**src/rtl/bus_xfer_sequencer_pkg.sv**
```systemverilog
// Shared IDs, sizes, FSM state type and request record for the bus transfer sequencer.
package bus_xfer_sequencer_pkg;

    localparam int NUM_SRC = 24;
    localparam int NUM_DST = 24;
    localparam int ID_W    = 5;

    localparam logic [ID_W-1:0] SRC_R0     = 5'd0;
    localparam logic [ID_W-1:0] SRC_HI     = 5'd16;
    localparam logic [ID_W-1:0] SRC_LO     = 5'd17;
    localparam logic [ID_W-1:0] SRC_ZHI    = 5'd18;
    localparam logic [ID_W-1:0] SRC_ZLO    = 5'd19;
    localparam logic [ID_W-1:0] SRC_PC     = 5'd20;
    localparam logic [ID_W-1:0] SRC_MDR    = 5'd21;
    localparam logic [ID_W-1:0] SRC_INPORT = 5'd22;
    localparam logic [ID_W-1:0] SRC_C      = 5'd23;

    localparam logic [ID_W-1:0] DST_R0      = 5'd0;
    localparam logic [ID_W-1:0] DST_HI      = 5'd16;
    localparam logic [ID_W-1:0] DST_LO      = 5'd17;
    localparam logic [ID_W-1:0] DST_PC      = 5'd18;
    localparam logic [ID_W-1:0] DST_MDR     = 5'd19;
    localparam logic [ID_W-1:0] DST_MAR     = 5'd20;
    localparam logic [ID_W-1:0] DST_IR      = 5'd21;
    localparam logic [ID_W-1:0] DST_Y       = 5'd22;
    localparam logic [ID_W-1:0] DST_OUTPORT = 5'd23;

    typedef enum logic [1:0] {IDLE, DRIVE, LOAD, ERR} xfer_state_e;

    typedef struct packed {
        logic [ID_W-1:0] src;
        logic [ID_W-1:0] dst;
    } xfer_req_t;

    function automatic logic req_ok(xfer_req_t r);
        return (r.src <= SRC_C) && (r.dst <= DST_OUTPORT);
    endfunction

    function automatic logic [NUM_SRC-1:0] src_onehot(logic [ID_W-1:0] id);
        return NUM_SRC'(1) << id;
    endfunction

    function automatic logic [NUM_DST-1:0] dst_onehot(logic [ID_W-1:0] id);
        return NUM_DST'(1) << id;
    endfunction

endpackage

```
**src/rtl/bus_xfer_sequencer_if.sv**
```systemverilog
// Request handshake and bus enable bundle between a requester and the sequencer.
interface bus_xfer_sequencer_if;
    import bus_xfer_sequencer_pkg::*;

    logic               req_valid;
    logic               req_ready;
    logic [ID_W-1:0]    req_src;
    logic [ID_W-1:0]    req_dst;
    logic [NUM_SRC-1:0] out_en;
    logic [NUM_DST-1:0] in_en;
    logic               done;
    logic               err;
    logic               busy;

    modport master (
        output req_valid, req_src, req_dst,
        input  req_ready, out_en, in_en, done, err, busy
    );

    modport slave (
        input  req_valid, req_src, req_dst,
        output req_ready, out_en, in_en, done, err, busy
    );

endinterface

```
**src/rtl/bus_xfer_sequencer_fifo.sv**
```systemverilog
// Two-entry request queue; 1-bit pointers wrap naturally, count tracks occupancy 0..2.
module xfer_req_fifo
    import bus_xfer_sequencer_pkg::*;
(
    input  logic      clock,
    input  logic      clear,
    input  logic      push,
    input  logic      pop,
    input  xfer_req_t wdata,
    output xfer_req_t rdata,
    output logic [1:0] count
);

    xfer_req_t  mem_q [2];
    xfer_req_t  mem_d [2];
    logic       wr_ptr_q, wr_ptr_d;
    logic       rd_ptr_q, rd_ptr_d;
    logic [1:0] count_q, count_d;
    logic       push_ok, pop_ok;

    assign push_ok = push && (count_q != 2'd2);
    assign pop_ok  = pop && (count_q != 2'd0);

    always_comb begin
        mem_d    = mem_q;
        wr_ptr_d = wr_ptr_q;
        rd_ptr_d = rd_ptr_q;
        count_d  = count_q;
        if (push_ok) begin
            mem_d[wr_ptr_q] = wdata;
            wr_ptr_d        = ~wr_ptr_q;
        end
        if (pop_ok) rd_ptr_d = ~rd_ptr_q;
        case ({push_ok, pop_ok})
            2'b10:   count_d = count_q + 2'd1;
            2'b01:   count_d = count_q - 2'd1;
            default: count_d = count_q;
        endcase
    end

    always_ff @(posedge clock or negedge clear) begin
        if (!clear) begin
            mem_q[0] <= '0;
            mem_q[1] <= '0;
            wr_ptr_q <= 1'b0;
            rd_ptr_q <= 1'b0;
            count_q  <= 2'd0;
        end else begin
            mem_q    <= mem_d;
            wr_ptr_q <= wr_ptr_d;
            rd_ptr_q <= rd_ptr_d;
            count_q  <= count_d;
        end
    end

    assign rdata = mem_q[rd_ptr_q];
    assign count = count_q;

endmodule

```
**src/rtl/bus_xfer_sequencer.sv**
```systemverilog
// Sequences queued register transfers into a drive cycle then a load cycle on the shared bus.
//   state | meaning
//   IDLE  | nothing in flight; pop head as soon as the queue is non-empty
//   DRIVE | source enable on, destination enables off
//   LOAD  | source enable held, destination load pulsed, done pulsed
//   ERR   | invalid request discarded, err pulsed, all enables off
module bus_xfer_sequencer
    import bus_xfer_sequencer_pkg::*;
(
    input  logic                 clock,
    input  logic                 clear,
    bus_xfer_sequencer_if.slave  bus
);

    xfer_state_e        state_q, state_d;
    logic [ID_W-1:0]    dst_q, dst_d;
    logic [NUM_SRC-1:0] out_en_q, out_en_d;
    logic [NUM_DST-1:0] in_en_q, in_en_d;
    logic               done_q, done_d;
    logic               err_q, err_d;
    logic               ready_q, ready_d;

    logic       push, pop;
    logic [1:0] fifo_count, count_next;
    xfer_req_t  req_in, head;

    assign req_in = '{src: bus.req_src, dst: bus.req_dst};
    assign push   = bus.req_valid && ready_q;

    xfer_req_fifo u_fifo (
        .clock (clock),
        .clear (clear),
        .push  (push),
        .pop   (pop),
        .wdata (req_in),
        .rdata (head),
        .count (fifo_count)
    );

    always_comb begin
        state_d  = IDLE;
        dst_d    = dst_q;
        out_en_d = '0;
        in_en_d  = '0;
        done_d   = 1'b0;
        err_d    = 1'b0;
        pop      = 1'b0;
        case (state_q)
            DRIVE: begin
                state_d  = LOAD;
                out_en_d = out_en_q;
                in_en_d  = dst_onehot(dst_q);
                done_d   = 1'b1;
            end
            // IDLE, LOAD and ERR all dispatch the next head the same way
            default: begin
                if (fifo_count != 2'd0) begin
                    pop   = 1'b1;
                    dst_d = head.dst;
                    if (req_ok(head)) begin
                        state_d  = DRIVE;
                        out_en_d = src_onehot(head.src);
                    end else begin
                        state_d = ERR;
                        err_d   = 1'b1;
                    end
                end
            end
        endcase
        count_next = fifo_count + 2'(push) - 2'(pop);
        ready_d    = (count_next != 2'd2);
    end

    always_ff @(posedge clock or negedge clear) begin
        if (!clear) begin
            state_q  <= IDLE;
            dst_q    <= '0;
            out_en_q <= '0;
            in_en_q  <= '0;
            done_q   <= 1'b0;
            err_q    <= 1'b0;
            ready_q  <= 1'b0;
        end else begin
            state_q  <= state_d;
            dst_q    <= dst_d;
            out_en_q <= out_en_d;
            in_en_q  <= in_en_d;
            done_q   <= done_d;
            err_q    <= err_d;
            ready_q  <= ready_d;
        end
    end

    assign bus.req_ready = ready_q;
    assign bus.out_en    = out_en_q;
    assign bus.in_en     = in_en_q;
    assign bus.done      = done_q;
    assign bus.err       = err_q;
    assign bus.busy      = (state_q != IDLE) || (fifo_count != 2'd0);

endmodule

```
**src/flat_wrapper.sv**
```systemverilog
// flat-port wrapper written by rule: the top's interface ports become plain ports
module bus_xfer_sequencer_flat import bus_xfer_sequencer_pkg::*;
  (clock, clear, bus_req_valid, bus_req_src, bus_req_dst, bus_req_ready, bus_out_en, bus_in_en, bus_done, bus_err, bus_busy);
  bus_xfer_sequencer_if bus_i ();
  input  logic clock;
  input  logic clear;
  input wire logic [$bits(bus_i.req_valid)-1:0] bus_req_valid;
  input wire logic [$bits(bus_i.req_src)-1:0] bus_req_src;
  input wire logic [$bits(bus_i.req_dst)-1:0] bus_req_dst;
  output wire logic [$bits(bus_i.req_ready)-1:0] bus_req_ready;
  output wire logic [$bits(bus_i.out_en)-1:0] bus_out_en;
  output wire logic [$bits(bus_i.in_en)-1:0] bus_in_en;
  output wire logic [$bits(bus_i.done)-1:0] bus_done;
  output wire logic [$bits(bus_i.err)-1:0] bus_err;
  output wire logic [$bits(bus_i.busy)-1:0] bus_busy;
  assign bus_i.req_valid = bus_req_valid;
  assign bus_i.req_src = bus_req_src;
  assign bus_i.req_dst = bus_req_dst;
  assign bus_req_ready = bus_i.req_ready;
  assign bus_out_en = bus_i.out_en;
  assign bus_in_en = bus_i.in_en;
  assign bus_done = bus_i.done;
  assign bus_err = bus_i.err;
  assign bus_busy = bus_i.busy;
  bus_xfer_sequencer u_core (.clock(clock), .clear(clear), .bus(bus_i));
endmodule
```
**config.mk**
```make
export PLATFORM = sky130hd
export DESIGN_NAME = bus_xfer_sequencer_flat
export DESIGN_NICKNAME = d
export VERILOG_FILES = /design/src/rtl/bus_xfer_sequencer_pkg.sv /design/src/rtl/bus_xfer_sequencer_if.sv /design/src/rtl/bus_xfer_sequencer_fifo.sv /design/src/rtl/bus_xfer_sequencer.sv /design/src/flat_wrapper.sv
export SDC_FILE = /design/constraint.sdc
export NUM_CORES = 1
export LEC_CHECK = 0
export ABC_AREA = 1
export CORE_ASPECT_RATIO = 1.1
export CORE_MARGIN = 1
export CORE_UTILIZATION = 52
export CTS_BUF_LIST = sky130_fd_sc_hd__clkbuf_8 sky130_fd_sc_hd__clkbuf_16
export DETAILED_ROUTE_END_ITERATION = 8
export PLACE_DENSITY = 0.86
export SLEW_MARGIN = 10
export SYNTH_ARGS = -nofsm -noshare
export SYNTH_HDL_FRONTEND = slang
export SYNTH_HIERARCHICAL = 1
export SYNTH_SLANG_ARGS = --single-unit
```
**constraint.sdc**
```tcl
create_clock -name clock -period 2.1 [get_ports clock]
set_input_delay 0.42 -clock clock [delete_from_list [all_inputs] [get_ports clock]]
set_output_delay 0.42 -clock clock [all_outputs]
set_load 0.02 [all_outputs]
```
* Word-level counts from Yosys, hierarchy flattened
Cells that the tools add are included.
Operators by class: add/sub/neg operators 4, magnitude comparators 5, eq/ne operators 5, shift-type cells 2, mux-type cells 19, bitwise logic cells 5, reductions and logical operators 10
Operators by type and width (number):
- 24-bit 2-to-1 mux | 3
- 1-bit by 5-bit << shifter with 24-bit output (first input constant) | 2
- 10-bit 2-to-1 mux | 4
- 20-bit bitwise mux | 1
- 10-bit demux with 1-bit select | 1
- 5-bit less-or-equal comparator (second input constant) | 2
- 1-bit 2-to-1 mux | 6
- 2-bit 2-to-1 mux | 3
- 2-bit nonzero test | 3
- 1-bit logical AND | 5
- 2-bit by 1-bit == test with 1-bit output (second input constant) | 2
- 2-bit greater-or-equal comparator (second input constant) | 2
- 2-bit inequality test (second input constant) | 2
- 1-bit NOT with 2-bit output | 2
- 2-bit case mux with 2 select lines | 1
- 1-bit NOT | 3
- 2-bit by 1-bit adder with 2-bit output | 1
- 2-bit by 1-bit adder with 2-bit output (second input constant) | 1
- 2-bit == test (second input constant) | 1
- 2-bit by 1-bit less-than comparator with 1-bit output (second input constant) | 1
- 2-bit AND reduction | 1
- 2-bit by 1-bit subtractor with 2-bit output | 1
- 2-bit by 1-bit subtractor with 2-bit output (second input constant) | 1
- 1-bit logical OR | 1
Storage, ports and cells: flip-flop bits (word level) 82, input port bits 13, output and inout bits 52, word-level logic and storage cells 64

* Depth between registers and ports, before layout
depth after elaboration 9, mapped depth 12, depth with buffers taken out 12

* By module
The synthesis kept the hierarchy.
Modules (own cells, without submodules):
- bus_xfer_sequencer | instances 1, cells an instance 257, area each 2421.1 µm², sequential area each 1451.4 µm²
- xfer_req_fifo | instances 1, cells an instance 149, area each 1188.6 µm², sequential area each 600.6 µm²

* Least setup slack after synthesis
OpenSTA, ideal clock, no wires.
path kind register to register, start register u_core.u_fifo.count_q[1], in the netlist u_core/u_fifo/count[1], end register u_core.ready_q, in the netlist u_core/bus.req_ready, library setup time 0.127 ns, arrival time 1.468 ns, required time 1.973 ns, setup slack 0.505 ns, cell stages (with the launch flop) 9, path buffers 0, clock period less this slack 1.595 ns, cells stage by stage dfrtp_1 -> inv_2 -> nand2_4 -> nand2_4 -> inv_2 -> ha_1 -> inv_1 -> ha_1 -> nand3b_1
On the way: cells in the longest elaborated chain, start to end 5, elaborated cells between the ends (all ways) 6, those cells by class add/sub: 2; eq/ne: 1; mux: 2; reduce/logical: 1
RTL lines:
- start, declared | RTL line bus_xfer_sequencer_fifo.sv:18 | logic [1:0] count_q, count_d;
- start signal, assigned | RTL line bus_xfer_sequencer_fifo.sv:52 | count_q <= count_d;
- 2-bit nonzero test | RTL line bus_xfer_sequencer.sv:57 | if (fifo_count != 2'd0) begin
- 1-bit 2-to-1 mux | RTL line bus_xfer_sequencer.sv:57
- 1-bit 2-to-1 mux | RTL line bus_xfer_sequencer.sv:48 | case (state_q)
- via u_core.pop | RTL line bus_xfer_sequencer.sv:23 | logic push, pop;
- 2-bit by 1-bit subtractor with 2-bit output | RTL line bus_xfer_sequencer.sv:70 | count_next = fifo_count + 2'(push) - 2'(pop);
- 2-bit inequality test | RTL line bus_xfer_sequencer.sv:71 | ready_d = (count_next != 2'd2);
- via u_core.ready_d | RTL line bus_xfer_sequencer.sv:21 | logic ready_q, ready_d;
- end signal, assigned | RTL line bus_xfer_sequencer.sv:90 | ready_q <= ready_d;
- end, declared | RTL line bus_xfer_sequencer.sv:21
The timed path passes the listed nets, and every way through them passes these cells. A chain may end at the register's enable or synchronous reset.

* Worst setup path after layout
start register u_core.u_fifo.count_q[0], in the netlist u_core/u_fifo/count[0], end output port bus_busy
On the way: cells in the longest elaborated chain, start to end 2
RTL lines:
- 2-bit nonzero test | RTL line bus_xfer_sequencer.sv:99 | assign bus.busy = (state_q != IDLE) || (fifo_count != 2'd0);
- 1-bit logical OR | RTL line bus_xfer_sequencer.sv:99
- end, declared | RTL line flat_wrapper.sv:15 | output wire logic [$bits(bus_i.busy)-1:0] bus_busy;
Every way passes these cells.

==> run summary <==
The post-detailed-route DRC marker count is 0, and the utilization after layout is 0.680. Of all cell types, the one taking the most synthesized area is sky130_fd_sc_hd__dfrtp_1. The arrival time reported for the critical path endpoint came out at 1.41 ns. The top cell type's share of synthesized area was 0.568; the CTS sink count was 82.

The initial core utilization was 0.544. TritonCTS built the clock tree. For this block, the initial DRC count from the detailed router was 248.

The highest cell delay on the worst timing path works out to 0.44 ns. Predominant post-synthesis flop cell: sky130_fd_sc_hd__dfrtp_1. The die covers 0.00728 sq mm. The worst min-delay path category was flop to flop. Synthesis inferred 82 register bits.

Kind of cell adding the most delay to the critical path: buffers and inverters. The count of input and output buffers is 64. The wire length of the first global-routing pass is 11800 um, and the reported leakage power is 2.25 nW. For the summed negative setup slack over all endpoints, the log shows 0 ns. Measured along the x axis, the die boundary spans 81.4 um. The tree is rooted in a sky130_fd_sc_hd__clkbuf_8. From synthesis to final layout, the design area changed by 25.0%. For the number of ports placed on the die boundary, the log shows 65. The congestion estimate from routability-driven global placement came to 0.833. Setup slack on the critical path of the routed design comes to 0.271 ns. Counting both buffers and inverters, the worst setup path holds a total of 3.

After detailed routing, the average wire length per cell comes to 12.7 um. STA classifies the critical path startpoint as a flop. Yosys mapped a number of flops with a built-in enable equal to 0. The tools report the count of endpoints failing hold in the final timing report as 0. The tools report the number of failing setup endpoints in the final timing report as 0. Static timing analysis puts the maximum clock frequency at 547 MHz. In this run the most used layer during global routing was met2. The global-route met3 utilization came out at 0.0582. The layout filler cell count is 487. For the final database, setup skew stands at 0.00718 ns. For the worst-skew pair, the clock arrives at the later sink with an insertion delay of 0.36 ns. In this run the worst path has a maximum fanout of 4.

The worst path required time is 1.68 ns, and the sequential element share of the synthesized area is 0.568. The count of unique library cells instantiated by Yosys was 21; the met2 layer usage reported by global route was 0.335. The tools report the post-CTS setup buffer count as 0.

The flow ran to the end, and the final reports show no timing, DRC or antenna violations. The cell count after synthesis came out at 406. The run gives 0.216 as the total global-route track usage.

The run gives 2554 as the via count of the first global-routing pass. After synthesis, the cell types taking the most area are sky130_fd_sc_hd__dfrtp_1, sky130_fd_sc_hd__nand2_1, sky130_fd_sc_hd__nand4_1. The clock passes through at most 2 buffers. Timing analysis after detailed placement gives a worst setup slack of 0.296 ns. TritonCTS created 9 clock buffers. Ranked by instance count, the synthesized netlist is headed by sky130_fd_sc_hd__nand2_1, sky130_fd_sc_hd__dfrtp_1, sky130_fd_sc_hd__nor2_1. The floorplan step set the die height to 89.4 um.

Once detailed placement completed, the half-perimeter wirelength came to 5000 um. The remaining max-slew budget at the tightest pin was 0.722; the cell area after synthesis was 0.00361 sq mm. Setup repair after global routing left no endpoint under its margin. For the number of antenna diodes, the log shows 0. The first detailed-routing pass ran for 4 iterations. Clock-pin slew was measured on the worst setup and hold paths at 0.08 ns. The final-stage net count was 484; the number of nets in the synthesized netlist was 422. Traced cell by cell, the critical path runs through inv_2 -> nand2_4 -> inv_1 -> nand2_1 -> dlygate4sd2_1. The global routing usage on met1 is 0.295, and the share of flip-flops with an asynchronous set or reset is 1.00.

The depth of the CTS H-tree was 3; the post-route antenna net violation count was 0. The critical path in this run is classified as flop to primary output. The run gives 2831 as the routed via count.

Area taken by flip-flops and latches: 0.00205 sq mm. The kind of end point of the critical path is a primary output. Counting I/O delays and the setup requirement, the final critical path takes 1.83 ns.

The most common cell in the synthesized netlist is sky130_fd_sc_hd__nand2_1. The floorplan has 31 rows. The share of the cycle needed by the critical path after routing was 0.871.

The fraction of layout cells with a size suffix above 1 came out at 0.0951. Entering global routing, the biggest net connects 59 pins. The warning count from the yosys run was 6; the number of max-cap violations was 0.

The power density relative to cell area works out to 1440 mW/mm^2. The run gives 0 as the initial antenna violation count. At the pin with the least slew margin, the transition time is 0.417 ns. IR analysis of the VDD net gives a maximum drop of 0.000663 V. Worst-path cell with the longest stage delay: sky130_fd_sc_hd__dfrtp_1.

Dividing the detail-routed via count by the number of cells gives 5.10. For the total congestion overflow after global routing, the log shows 0. The area inside the core boundary is 0.00663 sq mm.

Averaged over all synthesized cells, the footprint is 8.89 sq um. The area occupied by multi-input gates was 0.00132 sq mm. Final-report max-slew violation count: 0. The wire length reported by the detailed router came out at 7050 um.
-- placed cells by master (no fill, tap or decap), types with 5 or more instances in the layout --
cell type,instances
sky130_fd_sc_hd__nand2_1,154
sky130_fd_sc_hd__dfrtp_1,81
sky130_fd_sc_hd__clkdlybuf4s50_1,62
sky130_fd_sc_hd__nor2_1,44
sky130_fd_sc_hd__nand4_1,29
sky130_fd_sc_hd__nand3_1,24
sky130_fd_sc_hd__inv_1,16
sky130_fd_sc_hd__nand3_2,10
sky130_fd_sc_hd__clkbuf_8,9
sky130_fd_sc_hd__inv_2,6
sky130_fd_sc_hd__o21ai_0,5
-- per-stage QoR --
stage                     power (mW)  hold WS [ns]  area, sq um  instances
after detailed placement        5.11         0.342         4250        538
after floorplan                 4.55         0.124         3610        406
after global routing            7.01         0.494         4510        555
after CTS                       6.52         0.480         4510        555
after global placement          4.98         0.330         4250        538
final                           6.49         0.477         4510        555
-- state kept, by name, indices dropped and copies added, names as in the netlist --
| signal | flops |
|---|---|
| u_core/bus.req_ready | 1 |
| u_core/bus.done | 1 |
| u_core/u_fifo/count | 2 |
| u_core/bus.in_en | 24 |
| u_core/state_q | 2 |
| u_core/dst_q | 5 |
| u_core/bus.out_en | 24 |
| u_core/bus.err | 1 |
| u_core/u_fifo/mem_q | 20 |
| u_core/u_fifo/rd_ptr_q | 1 |
| u_core/u_fifo/wr_ptr_q | 1 |
-- worst min-delay path, cell delays in order, from the launching register on --
cell	delay (ns)
sky130_fd_sc_hd__dfrtp_1	0.35
sky130_fd_sc_hd__nand2_1	0.05
sky130_fd_sc_hd__nand2_1	0.04
-- cells by family after synthesis --
logic type | share of synthesized area
AOI/OAI and AO/OA | 0.00693
xor gates and xnor gates | 0.00728
adders and majority gates | 0.0104
buffers and inverters | 0.0662
DFF | 0.568
and+or+nand+nor | 0.341
-- power breakdown --
part           internal (mW)  switching (mW)  leakage [nW]  total [mW]
logic                  0.921            1.86          1.04        2.78
registers               2.01           0.325          1.09        2.33
clock network          0.801           0.582         0.124        1.38
total                   3.73            2.76          2.25        6.49
-- layout make-up --
type                       count  share of cell area
sequential                    82               0.455
multi-input combinational    280               0.292
timing repair buffer          69               0.153
clock inverter                 7              0.0277
clock buffer                   9              0.0275
tap                           82              0.0227
inverter                      26              0.0216
-- final timing paths --
check	startpoint	endpoint	slack (ns)	cells after the start
worst max register to register	u_core/u_fifo/count[0]$_DFFE_PN0P_	u_core/bus.req_ready$_DFF_PN0_	0.39	8
worst max-delay path	u_core/u_fifo/count[0]$_DFFE_PN0P_	bus_busy	0.27	5
max in group asynchronous	clear	u_core/u_fifo/count[1]$_DFFE_PN0P_	1.00	3
worst min-delay path	u_core/u_fifo/mem_q[5]$_DFFE_PN0P_	u_core/u_fifo/mem_q[5]$_DFFE_PN0P_	0.48	2
min in group asynchronous	clear	u_core/bus.in_en[9]$_DFF_PN0_	0.49	2
worst min register to register	u_core/u_fifo/mem_q[5]$_DFFE_PN0P_	u_core/u_fifo/mem_q[5]$_DFFE_PN0P_	0.48	2
-- routing by layer --
metal | vias to the layer above | share of wire
met4 | 0 | 0.011
met2 | 82 | 0.47
met3 | 7 | 0.049
li1 | 1421 | -
met1 | 1321 | 0.47
met5 | - | 0
-- timing repair --
action	in CTS	in global routing
hold buffers	1	0
resized for setup	2	0
setup endpoints to repair	1	0
endpoints found under the hold margin	24	0
Note: power is estimated with default switching activity, not from simulation.
